`config.mk`:
```
export PLATFORM = sky130hd
export DESIGN_NAME = sc_statemachine_window
export DESIGN_NICKNAME = d
export VERILOG_FILES = /design/src/rtl/sc_statemachine_window.sv
export SDC_FILE = /design/constraint.sdc
export NUM_CORES = 1
export LEC_CHECK = 0
export BUFFER_PORTS_ARGS = -buffer_cell sky130_fd_sc_hd__buf_2
export CORE_AREA = 2 2 87 89
export DETAILED_ROUTE_END_ITERATION = 8
export DIE_AREA = 0 0 89 91
export PLACE_DENSITY_LB_ADDON = 0.1
export SYNTH_ARGS = -nofsm -noshare
export SYNTH_HDL_FRONTEND = slang
export SYNTH_SLANG_ARGS = --single-unit
```
`constraint.sdc`:
```
create_clock -name SC_STATEMACHINEWINDOW_CLOCK_50 -period 2.6 [get_ports SC_STATEMACHINEWINDOW_CLOCK_50]
set_clock_uncertainty 0.15 [all_clocks]
set_input_delay 0.52 -clock SC_STATEMACHINEWINDOW_CLOCK_50 [delete_from_list [all_inputs] [get_ports SC_STATEMACHINEWINDOW_CLOCK_50]]
set_output_delay 0.52 -clock SC_STATEMACHINEWINDOW_CLOCK_50 [all_outputs]
set_load 0.1 [all_outputs]
```
`src/rtl/sc_statemachine_window.sv`:
```
// sc_statemachine_window: opens one of NUM_WINDOWS programmable {start,end} position windows.
// Define SC_STATEMACHINEWINDOW_COUNT_EN to add the saturating completed-window counter output.
module sc_statemachine_window #(
    parameter int  POS_WIDTH   = 8,
    parameter int  NUM_WINDOWS = 4,
    localparam int IDX_WIDTH   = (NUM_WINDOWS > 1) ? $clog2(NUM_WINDOWS) : 1
) (
    input  logic                 SC_STATEMACHINEWINDOW_CLOCK_50,
    input  logic                 SC_STATEMACHINEWINDOW_RESET_InHigh,
    input  logic                 SC_STATEMACHINEWINDOW_startButton_InLow,
    input  logic [POS_WIDTH-1:0] SC_STATEMACHINEWINDOW_FLAG_InLow,
    input  logic                 SC_STATEMACHINEWINDOW_LOAD_InHigh,
    input  logic [IDX_WIDTH-1:0] SC_STATEMACHINEWINDOW_LOADIDX,
    input  logic [POS_WIDTH-1:0] SC_STATEMACHINEWINDOW_LOADSTART,
    input  logic [POS_WIDTH-1:0] SC_STATEMACHINEWINDOW_LOADEND,
    output logic                 SC_STATEMACHINEWINDOW_SENAL,
    output logic [IDX_WIDTH-1:0] SC_STATEMACHINEWINDOW_WINIDX,
    output logic                 SC_STATEMACHINEWINDOW_DONE,
    output logic                 SC_STATEMACHINEWINDOW_LOADERR
`ifdef SC_STATEMACHINEWINDOW_COUNT_EN
    ,
    output logic [7:0]           SC_STATEMACHINEWINDOW_COUNT
`endif
);

    typedef enum logic [2:0] {
        ST_RESET,
        ST_ARMED,
        ST_HOLD,
        ST_ACTIVE,
        ST_CLOSE
    } state_t;

    logic                 clk;
    logic                 rst;
    logic                 hold_req;
    logic [POS_WIDTH-1:0] flag;

    assign clk      = SC_STATEMACHINEWINDOW_CLOCK_50;
    assign rst      = SC_STATEMACHINEWINDOW_RESET_InHigh;
    assign hold_req = !SC_STATEMACHINEWINDOW_startButton_InLow;
    assign flag     = SC_STATEMACHINEWINDOW_FLAG_InLow;

    logic [POS_WIDTH-1:0]   tbl_start [NUM_WINDOWS];
    logic [POS_WIDTH-1:0]   tbl_end   [NUM_WINDOWS];
    logic [NUM_WINDOWS-1:0] tbl_valid;
    logic                   load_err_q;
    logic                   load_idx_ok;
    logic                   load_ordered;

    assign load_idx_ok  = 32'(SC_STATEMACHINEWINDOW_LOADIDX) < NUM_WINDOWS;
    assign load_ordered = SC_STATEMACHINEWINDOW_LOADSTART < SC_STATEMACHINEWINDOW_LOADEND;

    // NOTE: the table is cleared field by field on reset rather than left as uninitialised
    // storage, so no stale valid bit can open a window after reset; it therefore maps to flops.
    // NOTE: all sequential state uses <= so every flop samples pre-edge values; that is also
    // what makes a write on the same edge as an ARMED match invisible to that match.
    always_ff @(posedge clk) begin
        if (rst) begin
            for (int i = 0; i < NUM_WINDOWS; i++) begin
                tbl_start[i] <= '0;
                tbl_end[i]   <= '0;
            end
            tbl_valid  <= '0;
            load_err_q <= 1'b0;
        end else begin
            load_err_q <= SC_STATEMACHINEWINDOW_LOAD_InHigh && !(load_idx_ok && load_ordered);
            if (SC_STATEMACHINEWINDOW_LOAD_InHigh && load_idx_ok) begin
                tbl_start[SC_STATEMACHINEWINDOW_LOADIDX] <= SC_STATEMACHINEWINDOW_LOADSTART;
                tbl_end[SC_STATEMACHINEWINDOW_LOADIDX]   <= SC_STATEMACHINEWINDOW_LOADEND;
                tbl_valid[SC_STATEMACHINEWINDOW_LOADIDX] <= load_ordered;
            end
        end
    end

    logic                 hit;
    logic [IDX_WIDTH-1:0] hit_idx;
    logic [POS_WIDTH-1:0] hit_end;

    // Scanning downwards lets the lowest matching index be the last one written.
    // NOTE: every variable assigned here gets a default first, so no latch is inferred.
    always_comb begin
        hit     = 1'b0;
        hit_idx = '0;
        hit_end = '0;
        for (int i = NUM_WINDOWS - 1; i >= 0; i--) begin
            if (tbl_valid[i] && (tbl_start[i] == flag)) begin
                hit     = 1'b1;
                hit_idx = IDX_WIDTH'(i);
                hit_end = tbl_end[i];
            end
        end
    end

    state_t               state_q, state_d;
    logic [IDX_WIDTH-1:0] win_idx_q, win_idx_d;
    logic [POS_WIDTH-1:0] win_end_q, win_end_d;

    always_ff @(posedge clk) begin
        if (rst) begin
            state_q   <= ST_RESET;
            win_idx_q <= '0;
            win_end_q <= '0;
        end else begin
            state_q   <= state_d;
            win_idx_q <= win_idx_d;
            win_end_q <= win_end_d;
        end
    end

    always_comb begin
        state_d   = state_q;
        win_idx_d = win_idx_q;
        win_end_d = win_end_q;
        case (state_q)
            ST_RESET: state_d = ST_ARMED;
            ST_ARMED: begin
                if (hold_req) begin
                    state_d = ST_HOLD;
                end else if (hit) begin
                    state_d   = ST_ACTIVE;
                    win_idx_d = hit_idx;
                    win_end_d = hit_end;
                end
            end
            ST_HOLD: begin
                if (!hold_req) state_d = ST_ARMED;
            end
            // The hold request aborts an open window even on its end position.
            ST_ACTIVE: begin
                if (hold_req) begin
                    state_d = ST_HOLD;
                end else if (flag == win_end_q) begin
                    state_d = ST_CLOSE;
                end
            end
            ST_CLOSE: state_d = ST_ARMED;
            default:  state_d = ST_RESET;
        endcase
    end

    assign SC_STATEMACHINEWINDOW_SENAL   = (state_q == ST_ACTIVE);
    assign SC_STATEMACHINEWINDOW_DONE    = (state_q == ST_CLOSE);
    assign SC_STATEMACHINEWINDOW_WINIDX  = win_idx_q;
    assign SC_STATEMACHINEWINDOW_LOADERR = load_err_q;

`ifdef SC_STATEMACHINEWINDOW_COUNT_EN
    logic [7:0] done_cnt_q;

    always_ff @(posedge clk) begin
        if (rst) begin
            done_cnt_q <= '0;
        end else if ((state_q == ST_CLOSE) && (done_cnt_q != 8'hFF)) begin
            done_cnt_q <= done_cnt_q + 8'd1;
        end
    end

    assign SC_STATEMACHINEWINDOW_COUNT = done_cnt_q;
`else
    // Without the counter option no completion history is kept.
`endif

endmodule
```
==> summary.txt, run 1 <==
Setup path
  – CP max-delay cell: edfxtp_1
  – Reg-to-Reg Start: tbl_start[2][2]$_SDFFCE_PN0P_
  – CP top delay family: compound AO/OA/AOI/OAI gates
  – R2R depth: 7
  – Crit path launch type: flip-flop
  – Worst setup endpoint: win_end_q[5]$_SDFFE_PP0P_
  – Reg-to-Reg End: win_end_q[5]$_SDFFE_PP0P_
  – WP data arrival: around 2.3 ns
  – CP max FO: 7
  – Crit path cell chain: xnor2_1, nand4_1, nor3_4, nor4_2, buf_4, a221o_1, a32o_2
  – CP max stage delay: approximately 0.45 ns
  – Crit path from: tbl_start[2][2]$_SDFFCE_PN0P_
  – Critical path data required time: 2.71 ns
  – WP depth: 7
  – CP Class: reg -> reg
  – Setup slack, reg-to-reg: 0.40 ns
  – Endpoint class of the critical path: flip-flop
  – CP Buf/Inv Count: 1

Flow run
  – Max_cap viols: 0

Timing
  – Setup WS post-layout: 0.397 ns
  – Max Slew Vio Count: 0
  – RSZ-0062 raised after global routing: no
  – Slew headroom: 0.303
  – Final min period: around 2.2 ns
  – Fmax: about 0.45 GHz
  – Setup_tns: 0 ns
  – Fin. Hold Viols: 0
  – Measured slew at the worst slew-check pin: 1.04 ns
  – Tcrit/Tclk final: 0.847
  – Finish-stage setup viols: 0

Drt
  – Final WL: ~9500 um
  – Post-DR vias/cell: 5.69
  – First-pass iteration count of the detailed router: 5
  – Starting DRT DRC Count: 258
  – Post-detailed-route count of antenna-violating nets: 0
  – Via count: ~3000
  – Remaining DRCs: 0
  – Avg WL per Cell: roughly 18 um

Synthesis
  – Area leader, netlist: edfxtp_1
  – Syn. warnings: 0
  – Seq cells post-synth: 82
  – Top-area cell type share of the netlist area: 0.459
  – Syn_nets: 425
  – Top cells by area, synth: edfxtp_1 46%, dfxtp_1 8.6%, xnor2_1 5.2%
  – Netlist cell types: around 50
  – Mapped Cells: 388
  – Post-synth EDFFs: 64
  – Ys flop type: edfxtp_1
  – Synth Cell Area: 0.00418 mm^2
  – Post-synthesis sequential area ratio: 0.546
  – Async set or reset register ratio after synthesis: 0
  – Synthesized area per cell: 10.8 um^2

Placed design
  – Dpl ws: between 0.1 and 0.15 ns
  – Post-DP HPWL: slightly below 7000 um
  – Placed inst area: roughly 0.0044 mm^2
  – Placed cells: roughly 510
  – Number of port buffers: 34
  – GPL Wtd Cong: 0.816

Clocking
  – Post-CTS setup buffers: 0
  – Num Clock Sinks: 82
  – Post-cts resize count: 0
  – Hold_buf cts: 0
  – Clock insertion delay at the later pin of the skew report: around 0.35 ns
  – TritonCTS Buffers: 9
  – Reg clk slew, reported paths: 0.10 ns
  – Root Driver: clkbuf_8
  – Clk buf depth: 2
  – CTS H-Tree Depth: 3
  – TritonCTS clock tree: yes

Floorplanning
  – Area of the core: 0.00714 mm^2
  – Cell Rows: 31
  – Die Height: 91 um
  – Initial Util: 0.586
  – Die X: 89 um
  – # IOs: 35
  – Die ar.: slightly above 0.008 mm^2

Worst hold path
  – Worst hold start: SC_STATEMACHINEWINDOW_startButton_InLow
  – Hold Crit Class: in -> reg
  – Hold depth: 3

Outcome
  – Outcome: completed

Cells and area
  – Commonest non-fill, non-tap cell in the layout: edfxtp_1
  – Layout cells sized above 1: 0.182
  – ANT cells: 0
  – Nets: 454
  – Layout Utilization: 0.639
  – Final Instance Area: 0.00456 mm^2
  – Synthesis-to-layout area growth: 9.09%
  – Commonest non-fill, non-tap cells in the layout: 64 x edfxtp_1, 58 x nor2_1, 34 x buf_2
  – Fin cells: between 500 and 600

Global route
  – Largest net degree at the start of global routing: 20
  – GRT overflow: 0
  – Gr usage total: 0.253
  – First-pass GRT wire length: 14900 um
  – Vias in the first global route: 2799
  – Initial antenna violation count: 0

Pwr
  – Pleak: approximately 1.8 nW
  – Peak supply drop: 0.367 mV
  – PD cells: ~600 mW/mm^2
worst register-to-register path: cells and delay by family, from the launching register on:
family                 cells  cell delay (ns)
AO/OA/AOI/OAI              2             0.60
AND/OR/NAND/NOR            3             0.51
flip-flops                 1             0.45
XOR/XNOR                   1             0.23
buffers and inverters      1             0.17
area by class of cell:
type	count	area (um^2)
Clock inverter	7	58.8
Tap cell	99	124
Sequential cell	82	2280
Timing Repair Buffer	43	238
Clock buffer	9	124
Multi-Input combinational cell	251	1620
Inverter	30	113
Fill cell	619	2570
power by group:
| group | switching, mW | total, mW | leakage (nW) | internal, mW |
|---|---|---|---|---|
| registers | 0.0503 | 1.55 | 0.776 | 1.50 |
| clock network | 0.505 | 0.866 | 0.0872 | 0.362 |
| logic | 0.204 | 0.324 | 0.980 | 0.120 |
how the worst min path moves through the flow:
stage | end | slack, ns
5_1_grt | state_q[1]$_SDFFE_PP0P_ | 0.33
3_5_place_dp | SC_STATEMACHINEWINDOW_WINIDX[0]$_SDFFE_PP0P_ | 0.34
2_1_floorplan | tbl_valid[1]$_SDFFE_PP0P_ | 0.29
3_3_place_gp | SC_STATEMACHINEWINDOW_WINIDX[0]$_SDFFE_PP0P_ | 0.33
6_report | state_q[1]$_SDFFE_PP0P_ | 0.33
4_1_cts | state_q[1]$_SDFFE_PP0P_ | 0.30
logic make-up (layout without fill, tap and decap cells):
kind of cell / after synthesis / in the layout / share of synthesized area
DFF: 82 / 82 / 0.546
muxes: 1 / 1 / 0.00239
buffers and inverters: 55 / 89 / 0.0661
AOI/OAI and AO/OA: 58 / 58 / 0.0954
xor gates and xnor gates: 40 / 40 / 0.0963
adders and majority gates: 7 / 7 / 0.0209
and+or+nand+nor: 145 / 145 / 0.173
sequential cells by signal, summed over array words and instances, names as in the netlist:
signal                         count
tbl_start                         32
tbl_valid                          4
tbl_end                           32
win_end_q                          8
SC_STATEMACHINEWINDOW_WINIDX       2
SC_STATEMACHINEWINDOW_LOADERR      1
state_q                            3
routing by layer:
layer	vias to the layer above	GRT usage	share of wire
li1	1406	-	-
met1	1416	0.392	0.45
met2	136	0.372	0.46
met3	8	0.0445	0.075
met4	0	0.0597	0.0075
met5	-	0	0
cell usage after synthesis, types with 2 or more instances:
| library cell | n |
|---|---|
| edfxtp_1 | 64 |
| nor2_1 | 58 |
| nand2_1 | 32 |
| inv_1 | 30 |
| xnor2_1 | 25 |
| dfxtp_1 | 18 |
| a21oi_1 | 15 |
| clkbuf_1 | 14 |
| nand3_1 | 11 |
| o21ai_0 | 10 |
| buf_6 | 9 |
| xor2_1 | 8 |
| ha_1 | 7 |
| xnor2_2 | 7 |
| nand4_1 | 6 |
| a221oi_1 | 5 |
| nor2b_1 | 5 |
| nor4_1 | 5 |
| a31oi_1 | 4 |
| o211ai_1 | 4 |
| a21o_1 | 3 |
| a221o_1 | 3 |
| and2_1 | 3 |
| nand2b_1 | 3 |
| o31ai_1 | 3 |
| or2_2 | 3 |
| a211oi_1 | 2 |
| a22o_1 | 2 |
| a32o_1 | 2 |
| and3_1 | 2 |
| and3b_1 | 2 |
| buf_2 | 2 |
| nand3b_1 | 2 |
| nor3_1 | 2 |
| nor3_4 | 2 |
| or3_1 | 2 |
stage by stage:
| step | total power, mW | hold WS (ns) |
|---|---|---|
| after CTS | 2.76 | 0.304 |
| final | 2.74 | 0.327 |
| after global placement | 1.90 | 0.330 |
| after floorplan | 1.81 | 0.293 |
| after global routing | 2.85 | 0.325 |
| after detailed placement | 1.91 | 0.336 |
Note: power is estimated with default switching activity, not from simulation.
==> run 2, diff against run 1 <==
- CORE_AREA: 2 2 87 89 -> 2 2 92 94
- DIE_AREA: 0 0 89 91 -> 0 0 94 96
- clock period: 2.6 -> 1.9 ns (I/O delays scaled with it)
==> run 2 against run 1 <==
Against the previous run: the run now ends with setup timing left; final cell count grew 7.7%; clock power is 43% higher; highest routed layer unchanged; die area increased by 11%; non-clock buffer count up 34; global-route usage decreased by 1.7 points.
==> summary.txt, run 2 (synthesis results as in run 1) <==
Pwr
  – Int Power: 2.90 mW
  – Pleak: 2.07 nW
  – Clk pwr share: 0.317
  – Logic pwr share: 0.135
  – PD cells: 783 mW/mm^2
  – Sequential share of power: 0.548
  – Switching share of total power: 0.258
  – Switching pwr: between 1 and 1.5 mW
  – Peak supply drop: around 0.32 mV

Global route
  – Largest net degree at the start of global routing: 20
  – GRT overflow: 0
  – Vias in the first global route: 2973
  – Initial antenna violation count: 0
  – First-pass GRT wire length: 15600 um
  – Gr usage total: 0.236

Timing
  – Tcrit/Tclk final: 1.07
  – Fmax: 0.494 GHz
  – Fin. Hold Viols: 0
  – Slew headroom: 0.591
  – Measured slew at the worst slew-check pin: just over 0.6 ns
  – Final min period: roughly 2 ns
  – RSZ-0062 raised after global routing: yes
  – Finish-stage setup viols: 11
  – Max Slew Vio Count: 0
  – Setup WS post-layout: -0.124 ns

Cells and area
  – Commonest non-fill, non-tap cell in the layout: edfxtp_1
  – Nets: approximately 500
  – Commonest non-fill, non-tap cells in the layout: 64 x edfxtp_1, 55 x nor2_1, 41 x buf_4
  – Layout cells sized above 1: 0.296
  – Layout Utilization: 0.619
  – Synthesis-to-layout area growth: 19.2%
  – ANT cells: 0
  – Fin cells: 561
  – Largest registers: tbl_end: 32 flops, tbl_start: 32 flops, win_end_q: 8 flops

Drt
  – Avg WL per Cell: 17.3 um
  – Post-DR vias/cell: 5.34
  – Post-detailed-route count of antenna-violating nets: 0
  – First-pass iteration count of the detailed router: 4
  – Remaining DRCs: 0
  – Via count: 2994
  – Starting DRT DRC Count: 238
  – Final WL: just under 10000 um

Setup path
  – CP Class: reg -> reg
  – WP data arrival: between 2 and 2.5 ns
  – CP top delay family: simple AND/OR/NAND/NOR gates
  – CP max-delay cell: edfxtp_1
  – Endpoint class of the critical path: flip-flop
  – CP max FO: 4
  – Crit path launch type: flip-flop
  – Crit path cell chain: xnor2_2, nand3_1, or3_4, nand4b_1, nand3_2, o31ai_1
  – Critical path data required time: between 2 and 2.5 ns
  – CP max stage delay: 0.44 ns
  – CP Buf/Inv Count: 0

Clocking
  – Clock insertion delay at the later pin of the skew report: around 0.34 ns
  – TritonCTS clock tree: yes
  – Reg clk slew, reported paths: around 0.08 ns
  – TritonCTS Buffers: 9
  – Num Clock Sinks: 82
  – Root Driver: clkbuf_8
  – Clk buf depth: 2
  – CTS H-Tree Depth: 3

Worst hold path
  – Hold Crit Class: in -> reg

Placed design
  – Number of port buffers: 34
  – Post-DP HPWL: about 7500 um
  – Placed cells: 543
  – GPL Wtd Cong: approximately 0.9

Floorplanning
  – Area of the core: around 0.0081 mm^2
  – Die X: 94 um
  – Die Height: about 96 um
  – # IOs: 35
  – Cell Rows: 33
  – Initial Util: 0.520
  – Die ar.: between 0.009 and 0.01 mm^2

Outcome
  – Violated checks: setup timing
  – Outcome: finished, violations left

Flow run
  – Max_cap viols: 0
## run 2: cell count changes in the layout (fill, tap and decap cells not counted), moves of 3 or more
cell / previous run / this run
buf_6: 0 / 3
nor2_2: 0 / 3
xnor2_2: 7 / 14
buf_4: 9 / 41
o21ai_1: 0 / 3
nand2_1: 32 / 29
nand3_1: 11 / 8
xnor2_1: 25 / 18
o21ai_0: 10 / 7
nand3_2: 0 / 3
nand2_2: 0 / 3
nor2_1: 58 / 55
inv_6: 4 / 1
## run 2: per-layer routing
metal | global-route usage | share of wire | wire, um
met5 | 0 | 0 | 0
met1 | 0.332 | 0.46 | 4470
met3 | 0.0650 | 0.077 | 746
met2 | 0.368 | 0.45 | 4400
met4 | 0.0531 | 0.0087 | 84
## run 2: worst min-delay path, stage by stage
cell	delay (ns)
buf_2	0.09
a211o_1	0.11
a221oi_1	0.06
## run 2: final timing paths
path	cells after the start	endpoint	from	slack, ns
setup reg to reg	6	win_end_q[4]$_SDFFE_PP0P_	tbl_start[2][6]$_SDFFCE_PN0P_	-0.12
hold / removal	3	state_q[1]$_SDFFE_PP0P_	SC_STATEMACHINEWINDOW_startButton_InLow	0.20
hold reg to reg	2	SC_STATEMACHINEWINDOW_WINIDX[1]$_SDFFE_PP0P_	SC_STATEMACHINEWINDOW_WINIDX[1]$_SDFFE_PP0P_	0.35
setup / recovery	6	win_end_q[4]$_SDFFE_PP0P_	tbl_start[2][6]$_SDFFCE_PN0P_	-0.12
## run 2: layout make-up
type / instances / area, um^2
Multi-Input combinational cell: 251 / 1760
Clock buffer: 10 / 128
Fill cell: 679 / 3060
Sequential cell: 82 / 2280
Timing Repair Buffer: 77 / 509
Clock inverter: 6 / 65.1
Inverter: 30 / 113
Tap cell: 105 / 131
## run 2: timing repair
item / CTS / global route
hold buffers: 0 / 0
resized for setup: 12 / 19
setup endpoints to repair: 14 / 41
pin swaps: 8 / 3
buffers inserted: 2 / 1
## run 2: stage by stage
| step | cell area (um^2) | TNS, ns | hold WS, ns | power (mW) | setup slack (ns) |
|---|---|---|---|---|---|
| floorplan | 4200 | -1.26 | 0.293 | 2.48 | -0.136 |
| global placement | 4640 | -10.05 | 0.335 | 2.66 | -0.317 |
| detailed placement | 4640 | -13.23 | 0.345 | 2.67 | -0.333 |
| CTS | 4890 | -0.747 | 0.201 | 3.90 | -0.0980 |
| global route | 4990 | -2.65 | 0.209 | 4.07 | -0.282 |
| finish | 4990 | -0.981 | 0.200 | 3.91 | -0.124 |
## run 2: power groups by stage
| stage | Combinational, mW | Sequential, mW | Clock, mW |
|---|---|---|---|
| 2_1_floorplan | 0.334 | 2.15 | 0 |
| 3_3_place_gp | 0.492 | 2.17 | 0 |
| 3_5_place_dp | 0.501 | 2.17 | 0 |
| 4_1_cts | 0.515 | 2.13 | 1.25 |
| 5_1_grt | 0.583 | 2.15 | 1.34 |
| 6_report | 0.528 | 2.14 | 1.24 |
==> run 3, diff against run 2 <==
- SETUP_SLACK_MARGIN: unset -> 0.1
==> run 3 against run 2 <==
Against the previous run: the run still ends with setup timing left; fmax up 0.67%; first-iteration DRC count down 16%; setup slack better by 0.014 ns; global-route usage up 0.32 points; sequential power about the same; worst hold slack worse by 0.0017 ns; wire length up 3.1%; die area unchanged; register-to-register slack about the same; critical path depth up 1; cell area up 2.7%.
==> summary.txt, run 3 (synthesis results as in run 1) <==
Floorplanning
  – # IOs: 35
  – Area of the core: 0.00805 mm^2
  – Initial Util: 0.520
  – Die X: roughly 94 um
  – Die ar.: around 0.0090 mm^2
  – Cell Rows: 33
  – Die Height: approximately 96 um

Timing
  – RSZ-0062 raised after global routing: yes
  – Max Slew Vio Count: 0
  – Fmax: 0.497 GHz
  – Setup WS post-layout: -0.110 ns
  – Measured slew at the worst slew-check pin: between 0.6 and 0.7 ns
  – Slew headroom: 0.582
  – Finish-stage setup viols: 11
  – Fin Hold WS: 0.198 ns
  – Final min period: slightly above 2 ns
  – Fin. Hold Viols: 0
  – Tcrit/Tclk final: 1.06

Placed design
  – Dpl ws: -0.366 ns
  – Post-DP HPWL: 7520 um
  – Number of port buffers: 34
  – GPL Wtd Cong: 0.791

Drt
  – Post-DR vias/cell: approximately 5.3
  – Final WL: 10000 um
  – Starting DRT DRC Count: slightly below 200
  – Avg WL per Cell: 17.8 um
  – Remaining DRCs: 0
  – Via count: 3006
  – Post-detailed-route count of antenna-violating nets: 0
  – First-pass iteration count of the detailed router: 4

Outcome
  – Violated checks: setup timing
  – Outcome: finished, violations left

Clocking
  – Clock insertion delay at the later pin of the skew report: 0.34 ns
  – TritonCTS Buffers: 9
  – Hold_buf cts: 0
  – CTS H-Tree Depth: 3
  – Clk buf depth: 2
  – Reg clk slew, reported paths: 0.08 ns
  – Root Driver: clkbuf_8
  – TritonCTS clock tree: yes
  – Num Clock Sinks: 82

Pwr
  – Pleak: around 2.1 nW
  – Peak supply drop: 0.467 mV
  – PD cells: about 790 mW/mm^2

Setup path
  – Crit path launch type: flip-flop
  – WP data arrival: 2.10 ns
  – CP max FO: 4
  – CP Buf/Inv Count: 1
  – Crit path cell chain: xnor2_1, nand4_1, or3_4, buf_4, nor2_1, a31oi_1, a32o_2
  – CP max stage delay: 0.44 ns
  – CP max-delay cell: edfxtp_1
  – Critical path data required time: 1.99 ns
  – CP top delay family: simple AND/OR/NAND/NOR gates
  – Endpoint class of the critical path: flip-flop
  – CP Class: reg -> reg

Global route
  – GRT overflow: 0
  – First-pass GRT wire length: 15900 um
  – Largest net degree at the start of global routing: 20
  – Vias in the first global route: about 3000
  – Initial antenna violation count: 0
  – Gr usage total: 0.239

Cells and area
  – ANT cells: 0
  – Commonest non-fill, non-tap cell in the layout: edfxtp_1
  – Layout cells sized above 1: 0.315
  – Synthesis-to-layout area growth: 22.5%
  – Commonest non-fill, non-tap cells in the layout: 64 x edfxtp_1, 54 x nor2_1, 41 x buf_4
  – Fill cell count: 668
  – Largest registers: tbl_end: 32 flops, tbl_start: 32 flops, win_end_q: 8 flops
  – Nets: approximately 500

Flow run
  – Max_cap viols: 0

Worst hold path
  – Hold Crit Class: in -> reg
-- run 3: worst paths after layout --
path	slack, ns	end	cells after the start	startpoint
max	-0.11	win_end_q[5]$_SDFFE_PP0P_	7	tbl_start[0][2]$_SDFFCE_PN0P_
min	0.20	state_q[1]$_SDFFE_PP0P_	3	SC_STATEMACHINEWINDOW_startButton_InLow
max reg2reg	-0.11	win_end_q[5]$_SDFFE_PP0P_	7	tbl_start[0][2]$_SDFFCE_PN0P_
min reg2reg	0.34	SC_STATEMACHINEWINDOW_WINIDX[1]$_SDFFE_PP0P_	2	SC_STATEMACHINEWINDOW_WINIDX[1]$_SDFFE_PP0P_
-- run 3: tightest hold or removal path: cells and delay by family --
family | cells | cell delay [ns]
AOI/OAI and AO/OA | 2 | 0.18
buffers and inverters | 1 | 0.08
-- run 3: power by group --
| part | leakage, nW | switching [mW] | internal [mW] |
|---|---|---|---|
| Clock | 0.108 | 0.621 | 0.738 |
| Combinational | 1.24 | 0.318 | 0.250 |
| Sequential | 0.776 | 0.0805 | 2.06 |
-- run 3: repair_timing --
item,CTS,global route
resized for setup,35,11
pin swaps,18,7
setup buffers,3,2
endpoints found under the hold margin,0,0
endpoints found under the setup margin,16,15
-- run 3: cell type report --
class,count,area (um^2),share of cell area
sequential,82,2280,0.446
multi-input combinational,251,1840,0.358
timing repair buffer,78,542,0.106
tap,105,131,0.0256
clock buffer,9,124,0.0242
inverter,30,113,0.0220
clock inverter,7,93.8,0.0183
-- run 3: per-stage QoR --
| step | cells | cell area (um^2) | util | power (mW) | setup TNS [ns] |
|---|---|---|---|---|---|
| global route | 562 | 5120 | 0.636 | 4.21 | -1.81 |
| floorplan | 388 | 4220 | - | 2.49 | -1.26 |
| global placement | 544 | 4670 | 0.580 | 2.68 | -10.01 |
| CTS | 562 | 5070 | 0.630 | 4.08 | -0.949 |
| detailed placement | 544 | 4670 | 0.580 | 2.69 | -14.63 |
| finish | 562 | 5120 | 0.636 | 4.07 | -0.833 |
-- run 3: metal layers --
metal  GRT usage  vias to the layer above  share of wire
met5           0                        -              0
met4      0.0435                        0         0.0040
met3      0.0399                        4          0.058
met2       0.392                       79           0.48
met1       0.341                     1446           0.46
li1            -                     1477              -
